--- src/rtl/snn_sched_pkg.sv ---
// Shared types and constants for the SNN timestep scheduler.
package snn_sched_pkg;

    localparam int unsigned STATE_W      = 3;
    localparam int unsigned STEP_COUNT_W = 16;

    // Scheduler FSM states; codes are visible on state_dbg.
    typedef enum logic [STATE_W-1:0] {
        ST_IDLE  = 3'd0,
        ST_LATCH = 3'd1,
        ST_INTEG = 3'd2,
        ST_FIRE  = 3'd3,
        ST_SHIFT = 3'd4,
        ST_DONE  = 3'd5,
        ST_CFG   = 3'd6
    } sched_state_e;

    // One-hot-ish strobe set decoded from the next state, registered as a group.
    typedef struct packed {
        logic latch;
        logic integ;
        logic fire;
        logic shift;
        logic done;
        logic busy;
        logic cfg_gnt;
    } sched_strobe_t;

    // True for the states that make up an active timestep.
    function automatic logic is_step_state(sched_state_e s);
        return (s == ST_LATCH) || (s == ST_INTEG) || (s == ST_FIRE) ||
               (s == ST_SHIFT) || (s == ST_DONE);
    endfunction

endpackage

--- src/rtl/snn_tick_timer.sv ---
// Free-running timestep tick generator: one-cycle tick every TICK_PERIOD
// cycles while run_en is high; counter clears whenever run_en is low.
module snn_tick_timer #(
    parameter int unsigned TICK_PERIOD = 16
) (
    input  logic clk,
    input  logic rst_n,
    input  logic run_en,
    output logic tick
);

    localparam int unsigned CNT_W = (TICK_PERIOD > 1) ? $clog2(TICK_PERIOD) : 1;
    localparam logic [CNT_W-1:0] CNT_LAST = CNT_W'(TICK_PERIOD - 1);

    logic [CNT_W-1:0] cnt;

    // Period counter with registered tick on wrap.
    always_ff @(posedge clk or negedge rst_n) begin
        if (!rst_n) begin
            cnt  <= '0;
            tick <= 1'b0;
        end else if (!run_en) begin
            cnt  <= '0;
            tick <= 1'b0;
        end else if (cnt == CNT_LAST) begin
            cnt  <= '0;
            tick <= 1'b1;
        end else begin
            cnt  <= cnt + CNT_W'(1);
            tick <= 1'b0;
        end
    end

endmodule

--- src/rtl/snn_timestep_scheduler.sv ---
// SNN timestep scheduler: sequences latch -> integrate sweep -> fire ->
// delay shift -> done per timestep, arbitrates the weight/delay memory with
// the configuration port, and flags lost ticks.
// Optional feature macro: SNN_SCHED_STATS_EN enables the completed-step counter.
module snn_timestep_scheduler
    import snn_sched_pkg::*;
#(
    parameter int unsigned NUM_NEURONS = 8,
    parameter int unsigned TICK_PERIOD = 16,
    localparam int unsigned IDX_W      = $clog2(NUM_NEURONS)
) (
    input  logic                    clk,
    input  logic                    rst_n,
    input  logic                    run_en,
    input  logic                    step_req,
    input  logic                    cfg_req,
    output logic                    cfg_gnt,
    output logic                    latch_inputs,
    output logic                    integ_en,
    output logic [IDX_W-1:0]        neuron_idx,
    output logic                    fire_en,
    output logic                    delay_shift,
    output logic                    step_done,
    output logic                    busy,
    output logic                    overrun,
    output logic [STATE_W-1:0]      state_dbg,
    output logic [STEP_COUNT_W-1:0] step_count
);

    localparam logic [IDX_W-1:0] IDX_LAST = IDX_W'(NUM_NEURONS - 1);

    // Reject parameter sets the sweep cannot fit into.
    if (TICK_PERIOD < NUM_NEURONS + 4) begin : g_bad_period
        $error("snn_timestep_scheduler: TICK_PERIOD must be >= NUM_NEURONS+4");
    end
    if (NUM_NEURONS < 2 || NUM_NEURONS > 64) begin : g_bad_neurons
        $error("snn_timestep_scheduler: NUM_NEURONS must be in 2..64");
    end

    sched_state_e    state;
    sched_state_e    state_next;
    sched_strobe_t   strb_next;
    logic [IDX_W-1:0] idx_next;
    logic            tick;
    logic            start_pending;
    logic            pending_next;
    logic            overrun_next;
    logic            req_arrive_c;

    snn_tick_timer #(
        .TICK_PERIOD (TICK_PERIOD)
    ) u_tick_timer (
        .clk    (clk),
        .rst_n  (rst_n),
        .run_en (run_en),
        .tick   (tick)
    );

    assign req_arrive_c = tick | step_req;
    assign state_dbg    = state;

    // Next state, next strobes and start/overrun bookkeeping.
    always_comb begin
        state_next   = state;
        idx_next     = '0;
        strb_next    = '0;
        pending_next = start_pending;
        overrun_next = overrun;

        case (state)
            ST_IDLE: begin
                // A request arriving this cycle blocks the grant so the timestep wins.
                if (start_pending) begin
                    state_next = ST_LATCH;
                end else if (cfg_req && !req_arrive_c) begin
                    state_next = ST_CFG;
                end
            end
            ST_LATCH: state_next = ST_INTEG;
            ST_INTEG: begin
                if (neuron_idx == IDX_LAST) begin
                    state_next = ST_FIRE;
                end else begin
                    idx_next = neuron_idx + IDX_W'(1);
                end
            end
            ST_FIRE:  state_next = ST_SHIFT;
            ST_SHIFT: state_next = ST_DONE;
            ST_DONE:  state_next = ST_IDLE;
            ST_CFG: begin
                if (!cfg_req) begin
                    state_next = ST_IDLE;
                end
            end
            default:  state_next = ST_IDLE;
        endcase

        strb_next.latch   = (state_next == ST_LATCH);
        strb_next.integ   = (state_next == ST_INTEG);
        strb_next.fire    = (state_next == ST_FIRE);
        strb_next.shift   = (state_next == ST_SHIFT);
        strb_next.done    = (state_next == ST_DONE);
        strb_next.busy    = is_step_state(state_next);
        strb_next.cfg_gnt = (state_next == ST_CFG);

        // Pending request is consumed on the IDLE -> LATCH transition.
        if (req_arrive_c) begin
            pending_next = 1'b1;
        end else if (state == ST_IDLE && start_pending) begin
            pending_next = 1'b0;
        end

        if (!run_en) begin
            overrun_next = 1'b0;
        end else if (req_arrive_c && start_pending && state != ST_IDLE) begin
            overrun_next = 1'b1;
        end
    end

    // State register and registered outputs.
    always_ff @(posedge clk or negedge rst_n) begin
        if (!rst_n) begin
            state         <= ST_IDLE;
            start_pending <= 1'b0;
            overrun       <= 1'b0;
            neuron_idx    <= '0;
            latch_inputs  <= 1'b0;
            integ_en      <= 1'b0;
            fire_en       <= 1'b0;
            delay_shift   <= 1'b0;
            step_done     <= 1'b0;
            busy          <= 1'b0;
            cfg_gnt       <= 1'b0;
        end else begin
            state         <= state_next;
            start_pending <= pending_next;
            overrun       <= overrun_next;
            neuron_idx    <= idx_next;
            latch_inputs  <= strb_next.latch;
            integ_en      <= strb_next.integ;
            fire_en       <= strb_next.fire;
            delay_shift   <= strb_next.shift;
            step_done     <= strb_next.done;
            busy          <= strb_next.busy;
            cfg_gnt       <= strb_next.cfg_gnt;
        end
    end

`ifdef SNN_SCHED_STATS_EN
    // Completed-timestep counter, advancing as DONE is left; wraps naturally.
    always_ff @(posedge clk or negedge rst_n) begin
        if (!rst_n) begin
            step_count <= '0;
        end else if (state == ST_DONE) begin
            step_count <= step_count + STEP_COUNT_W'(1);
        end
    end
`else
    assign step_count = '0;
`endif

endmodule

--- config.mk ---
export PLATFORM = sky130hd
export DESIGN_NAME = snn_timestep_scheduler
export DESIGN_NICKNAME = d
export VERILOG_FILES = /design/src/rtl/snn_sched_pkg.sv /design/src/rtl/snn_tick_timer.sv /design/src/rtl/snn_timestep_scheduler.sv
export SDC_FILE = /design/constraint.sdc
export NUM_CORES = 1
export LEC_CHECK = 0
export ABC_AREA = 0
export CAP_MARGIN = 20
export CORE_MARGIN = 2
export CORE_UTILIZATION = 45
export CTS_BUF_LIST = sky130_fd_sc_hd__clkbuf_8
export DETAILED_ROUTE_END_ITERATION = 6
export PLACE_DENSITY = 0.81
export SLEW_MARGIN = 20
export SYNTH_ARGS = -nofsm -noshare
export SYNTH_HDL_FRONTEND = slang
export SYNTH_SLANG_ARGS = --single-unit
--- constraint.sdc ---
create_clock -name clk -period 2.4 [get_ports clk]
set_input_delay 0.24 -clock clk [delete_from_list [all_inputs] [get_ports clk]]
set_output_delay 0.24 -clock clk [all_outputs]
set_load 0.005 [all_outputs]
==> impl_metrics.toml, run 1 <==
[die]
start_util_pct = 48.5
core_um2 = 1980
io_pins = 35
dieArea_um2 = 2520
dieWidth_um = 50.2
rows = 16
die_y_um = 50.2

[setup_path]
end_kind = "output pin"
worstSetupPathType = "flop to output pin"
worstPathMaxFanout = 16
crit_slowest_cell = "dfrtp_1"
worst-path-buf-inv = 1
max_stage_delay_ns = 0.60
crit_chain = "clkdlybuf4s50_1"
critPathArrivalTime_ns = 1.44
crit_family = "flip-flops"
crit_cells = 1
start_kind = "flop"
crit_required_ns = 2.16
ff2ff_path_depth = 3

[detailed_routing]
ant_nets = 0
viasPerCell = 4.76
wire_per_inst_um = 11.5
routed_wl_um = 1550
drt_iter0_drc = 12
drc = 0
dr.pass1.iters = 4
dr_total_vias = 642

[power]
ir_drop_mv = 0.506
p_per_area_nw_per_um2 = 1060
leakage_uw = 0.000556
finalPower_uw = 1230

[place]
post_dp_cell_area_um2 = 1090
gp_congestion = 0.705
port_buffers = 18
dp_hpwl_um = 1180

[worst_hold_path]
hold_path.class = "input port to async pin"

[sta]
min_period_ns = 1.68
setup_viol = 0
clock_skew_ns = 0.00303
fmax_mhz = 594
min_period_over_period_pct = 70.2
whs_ns = 0.463
worst_pin_slew_ns = 0.826
hold_viol_final = 0
slew_headroom_pct = 44.8
fin_setup_tns_ns = 0
finalMaxSlewViolations = 0
rsz0062_at_grt = "false"

[global_route]
grt_util_met3_pct = 0.298
grt_pass1_wl_um = 2670
grt_pass1_vias = 586
use_met2_pct = 23.7
grt_max_degree = 21
busiest_layer = "met2"
overflow = 0
grtUsageMet1_pct = 17.4
grt_usage_pct = 14.0
antenna_found_initial = 0

[cts]
cts-hold-fix-buffers = 0
postCtsSetupRepairBufs = 0
cts_tree = "done"
cts_buffer_depth = 2
clkLatencyLatePin_ns = 0.25
cts_buffers = 3
cts-resized-gates = 0
cts_sinks = 20
cts_root_buffer = "clkbuf_8"
path_clk_slew_ns = 0.07
cts-htree-levels = 1

[synthesis]
synth.avg_cell_area_um2 = 10.7
syn_inst = 90
yosys.area.top_type_share_pct = 52.0
synth-edff-count = 0
seq_area_frac_synth_pct = 52.0
yosysTopAreaCell = "dfrtp_1"
yosysMostFrequentCell = "dfrtp_1"
synth_top_cells_by_count = "20 x dfrtp_1, 19 x buf_4, 10 x nor2_1"
ys.flop_type = "dfrtp_1"
ys_warn_count = 0
syn_area_um2 = 962
ys_seq_elements = 20
synth_area_leaders = "dfrtp_1 52%, buf_4 15%, ha_1 3.9%"
async_flop_share_pct = 100
synth_cell_types = 27

[job]
cap_violations = 0

[finish]
nFillCells = 165
nets = 117
fin_area_um2 = 1160
diodes = 0
drive_gt1_share_pct = 6.48
area_delta_synth_final_pct = 20.7

[outcome]
outcome = "complete, no violations"
-- cell type report --
type	instances	area (um^2)	share of cell area (%)
flip-flops and latches	20	500	43.1
multi-input cells	64	368	31.7
repair buffers	18	180	15.5
clock buffers	3	41.3	3.56
well taps	27	33.8	2.91
clock inverters	1	30.0	2.59
inverters	2	7.51	0.647
-- placed cells by master (no fill, tap or decap), drive strengths merged, types with 2 or more instances in the layout --
| master | instances |
|---|---|
| dfrtp | 20 |
| clkdlybuf4s50 | 18 |
| conb | 16 |
| nor2 | 10 |
| nand2 | 6 |
| a21oi | 4 |
| ha | 3 |
| clkbuf | 3 |
| nor3 | 2 |
| inv | 2 |
| and2 | 2 |
| nor3b | 2 |
| nand3 | 2 |
| and3 | 2 |
| mux2i | 2 |
| o31ai | 2 |
-- logic make-up after synthesis --
kind of cell,after synthesis,share of synthesized area (%)
AOI/OAI and AO/OA,10,7.28
buffers and inverters,21,15.6
other,1,0.390
muxes,2,2.08
xor gates and xnor gates,1,0.910
adders and majority gates,3,3.90
and+or+nand+nor,32,17.8
DFF,20,52.0
-- per-stage QoR --
stage / setup WS, ns / util (%) / instances
final: 0.716 / 58.6 / 135
after global routing: 0.609 / 58.6 / 135
after CTS: 0.713 / 58.6 / 135
after detailed placement: 0.619 / 55.0 / 131
after global placement: 0.659 / 55.0 / 131
after floorplan: 1.03 / - / 105
-- layer usage --
metal	vias up	wire length, um
met5	-	0
met4	0	20
met3	2	74
met2	27	805
met1	308	649
li1	305	-
-- path summary, 6_finish.rpt --
kind | start | to | slack, ns
max in group asynchronous | rst_n | u_tick_timer.cnt[3] | 1.43
worst min-delay path | rst_n | state_dbg[1] | 0.46
worst max register to register | start_pending | cfg_gnt | 0.92
min in group clk | neuron_idx[0] | neuron_idx[0] | 0.47
worst max-delay path | state_dbg[2] | state_dbg[2] | 0.72
worst min register to register | neuron_idx[0] | neuron_idx[0] | 0.47
-- state kept, by name, summed over array words and instances, names as in the netlist --
name,flops
fire_en,1
overrun,1
neuron_idx,3
busy,1
start_pending,1
latch_inputs,1
step_done,1
delay_shift,1
cfg_gnt,1
state_dbg,3
integ_en,1
u_tick_timer.tick,1
u_tick_timer.cnt,4
-- power by group --
part / internal (uW) / switching [uW] / leakage, uW
logic: 231 / 137 / 0.000262
registers: 425 / 118 / 0.000259
clock network: 222 / 103 / 0.0000357
total: 878 / 357 / 0.000556
-- worst register-to-register path: cells and delay by family, from the launching register on --
kind            cells  cell delay [ns]
compound gates      1             0.12
flops               1             0.44
simple gates        2             0.84
No activity file was read; power rests on OpenSTA's default activity.
==> run 2: changes to the inputs <==
Settings changed: CORE_UTILIZATION 45 to 41, PLACE_DENSITY 0.81 to 0.77.
Clock period 2.4 ns to 1.5 ns, I/O delays scaled along.
==> impl_metrics.toml, run 2 (synthesized netlist as in run 1, its figures left out) <==
[setup_path]
crit_slowest_cell = "clkdlybuf4s50_1"
max_stage_delay_ns = 0.54
reg2reg_setup_slack_ns = 0.08
crit_family = "buffers and inverters"
worstPathMaxFanout = 14
worst-path-buf-inv = 1
worstSetupPathType = "flop to output pin"
critPathArrivalTime_ns = 1.29
crit_cells = 1
start_kind = "flop"
end_kind = "output pin"
crit_required_ns = 1.35
crit_chain = "clkdlybuf4s50_1"
ff2ff_path_depth = 3

[detailed_routing]
dr.pass1.iters = 4
drt_iter0_drc = 11
wire_per_inst_um = 11.1
dr_total_vias = 647
ant_nets = 0
routed_wl_um = 1550
viasPerCell = 4.62
drc = 0

[finish]
diodes = 0
register_area_um2 = 504
regMostFlops = "u_tick_timer.cnt"
drive_gt1_share_pct = 12.5
final_core_util_pct = 53.3
nets = 121
final_cell_mix = "18 x clkdlybuf4s50_1, 17 x dfrtp_1, 16 x conb_1, 10 x nor2_1, 6 x nand2_1"
final_common_cell = "clkdlybuf4s50_1"
nFillCells = 207
area_delta_synth_final_pct = 22.6
multiInputGateArea_um2 = 368
largest_reg_flops = 4

[sta]
hold_viol_final = 0
min_period_ns = 1.44
fin_setup_tns_ns = 0
rsz0062_at_grt = "false"
setup_viol = 0
finalMaxSlewViolations = 0
fmax_mhz = 695
whs_ns = 0.234
min_period_over_period_pct = 95.9
clock_skew_ns = 0.00189

[cts]
path_clk_slew_ns = 0.07
cts-hold-fix-buffers = 0
clkLatencyLatePin_ns = 0.25
cts_buffer_depth = 2
cts-htree-levels = 1
cts_root_buffer = "clkbuf_8"
cts_buffers = 3
cts_tree = "done"
cts_sinks = 20

[die]
rows = 17
io_pins = 35
dieArea_um2 = 2750
dieWidth_um = 52.4
core_um2 = 2210
die_y_um = 52.4
start_util_pct = 43.5

[global_route]
grt_max_degree = 21
overflow = 0
grt_pass1_wl_um = 2680
antenna_found_initial = 0
grt_usage_pct = 13.7
grt_pass1_vias = 650

[place]
gp_congestion = 0.753
port_buffers = 18
dp_hpwl_um = 1130

[power]
leakage_uw = 0.000565
p_per_area_nw_per_um2 = 1610
ir_drop_mv = 0.770

[job]
cap_violations = 0

[outcome]
outcome = "complete, no violations"

[worst_hold_path]
hold_path.class = "input port to async pin"
## run 2: layer usage
metal	up-vias	GRT usage [%]	routed length, um
met5	-	0	0
met4	0	14.1	68
met3	7	2.57	91
met2	28	21.3	727
met1	302	15.0	660
li1	310	-	-
## run 2: area by class of cell
| cell class | instances | share of cell area, % |
|---|---|---|
| Multi-Input combinational cell | 64 | 31.2 |
| Tap cell | 28 | 2.97 |
| Clock buffer | 4 | 4.67 |
| Inverter | 2 | 0.636 |
| Sequential cell | 20 | 42.7 |
| Timing Repair Buffer | 22 | 17.8 |
## run 2: worst paths after layout
check,start,end
max in group asynchronous,rst_n,state_dbg[0]
max,state_dbg[1],state_dbg[1]
min in group clk,neuron_idx[0],neuron_idx[0]
min,rst_n,u_tick_timer.cnt[3]
min reg2reg,neuron_idx[0],neuron_idx[0]
max reg2reg,u_tick_timer.tick,cfg_gnt
## run 2: repair_timing
item | in CTS | in global routing
resized for setup | 2 | 1
setup endpoints to repair | 2 | 1
setup buffers | 0 | 0
## run 2: stage by stage
step | area [um^2] | setup slack, ns | cells | total power (uW)
finish | 1180 | 0.0620 | 140 | 1900
global route | 1180 | 0.00421 | 140 | 2040
CTS | 1180 | 0.0212 | 140 | 1920
detailed placement | 1120 | -0.177 | 136 | 1510
global placement | 1120 | -0.144 | 136 | 1480
floorplan | 1020 | 0.126 | 105 | 1210
## run 2: report_power, final
part	total, uW	internal (uW)	switching [uW]
registers	856	689	167
logic	649	399	250
clock network	399	233	166
==> run 3: changes to the inputs <==
Settings changed: GPL_TIMING_DRIVEN set to 0.
==> impl_metrics.toml, run 3 (synthesized netlist as in run 1, its figures left out) <==
[finish]
diodes = 0
final_cell_mix = "20 x buf_4, 20 x dfrtp_1, 17 x clkdlybuf4s50_1, 16 x conb_1, 10 x nor2_1"
instances_no_fill = 156
nFillCells = 199
area_delta_synth_final_pct = 36.7
regMostFlops = "u_tick_timer.cnt"
largest_reg_flops = 4
fin_area_um2 = 1320
drive_gt1_share_pct = 21.1
final_core_util_pct = 59.4
nets = 137

[cts]
cts_tree = "done"
cts-htree-levels = 1
path_clk_slew_ns = 0.08
cts_buffer_depth = 2
cts_sinks = 20
cts-hold-fix-buffers = 0
clkLatencyLatePin_ns = 0.26
cts_buffers = 3
cts_root_buffer = "clkbuf_8"

[die]
rows = 17
core_um2 = 2210
dieArea_um2 = 2750
dieWidth_um = 52.4
die_y_um = 52.4
io_pins = 35
start_util_pct = 43.5

[setup_path]
max_stage_delay_ns = 0.52
start_kind = "flop"
crit_required_ns = 1.69
worstSetupPathType = "flop to flop"
critPathArrivalTime_ns = 1.60
worstPathMaxFanout = 3
crit_slowest_cell = "or4b_4"
end_kind = "flop"
crit_chain = "or4b_4, or3_1, a21oi_2"

[place]
gp_congestion = 0.807
dp_hpwl_um = 1250
post_dp_cell_area_um2 = 1230
place_inst = 151
port_buffers = 18

[global_route]
overflow = 0
grt_max_degree = 21
antenna_found_initial = 0
grt_pass1_wl_um = 2840
grt_pass1_vias = 668
grt_usage_pct = 14.4

[power]
p_per_area_nw_per_um2 = 1590
p_switching_uw = 605
ir_drop_mv = 0.806
p_seq_share_pct = 36.7
pwr-share-clk_pct = 25.4
leakage_uw = 0.000672
p_comb_share_pct = 37.9
switching_share_pct = 28.9
p_int_uw = 1490

[job]
cap_violations = 0

[sta]
min_period_over_period_pct = 94.0
finalMaxSlewViolations = 0
slew_headroom_pct = 42.6
rsz0062_at_grt = "false"
clock_skew_ns = 0.00528
hold_viol_final = 0
setup_viol = 0
worst_pin_slew_ns = 0.858
fmax_mhz = 709
fin_setup_tns_ns = 0
min_period_ns = 1.41

[detailed_routing]
drt_iter0_drc = 5
routed_wl_um = 1670
dr.pass1.iters = 4
wire_per_inst_um = 10.7
dr_total_vias = 711
ant_nets = 0
viasPerCell = 4.56
drc = 0

[worst_hold_path]
hold_path.class = "input port to flop"

[outcome]
outcome = "complete, no violations"
run 3: final timing paths:
kind / startpoint / to / slack [ns] / cells past startpoint
worst min-delay path: cfg_req / cfg_gnt / 0.26 / 3
worst min register to register: neuron_idx[0] / neuron_idx[0] / 0.48 / 1
worst max-delay path: u_tick_timer.tick / cfg_gnt / 0.09 / 3
worst max register to register: u_tick_timer.tick / cfg_gnt / 0.09 / 3
min in group asynchronous: rst_n / overrun / 0.38 / 1
max in group asynchronous: rst_n / state_dbg[1] / 0.59 / 1
run 3: final cells by class:
| type | count | area (um^2) | area share, % |
|---|---|---|---|
| repair buffers | 19 | 190 | 14.5 |
| multi-input cells | 64 | 368 | 28.0 |
| well taps | 28 | 35.0 | 2.66 |
| flip-flops and latches | 20 | 500 | 38.1 |
| clock inverters | 1 | 30.0 | 2.28 |
| inverters | 2 | 7.51 | 0.571 |
| plain buffers | 19 | 143 | 10.8 |
| clock buffers | 3 | 41.3 | 3.14 |
run 3: repair_timing:
item                                   in CTS  in global routing
setup buffers                               0                  1
setup endpoints to repair                   0                  1
endpoints found under the hold margin       0                  0
resized for setup                           0                  1
run 3: power groups by stage:
stage | registers [uW] | logic [uW] | clock network [uW]
after floorplan | 788 | 420 | 0
after global routing | 794 | 885 | 568
after detailed placement | 787 | 775 | 0
after CTS | 776 | 779 | 547
final | 770 | 795 | 531
after global placement | 782 | 751 | 0
run 3: metrics by stage:
stage	power, uW	hold WS, ns	setup slack, ns
floorplan	1210	-0.146	0.126
global placement	1530	0.460	-0.185
detailed placement	1560	0.472	-0.201
CTS	2100	0.416	0.0683
global route	2250	0.292	0.0193
finish	2100	0.262	0.0898
run 3: metal layers:
metal	routed length (um)	part of all wire, %	GRT usage (%)
met4	45	2.7	10.3
met5	0	0	0
met3	90	5.4	1.71
met2	858	51	24.2
met1	675	40	16.8
run 3: worst max-delay path: cells and delay by family (launching register included):
family          cells  cell delay [ns]
compound gates      1             0.11
flops               1             0.38
simple gates        2             0.85
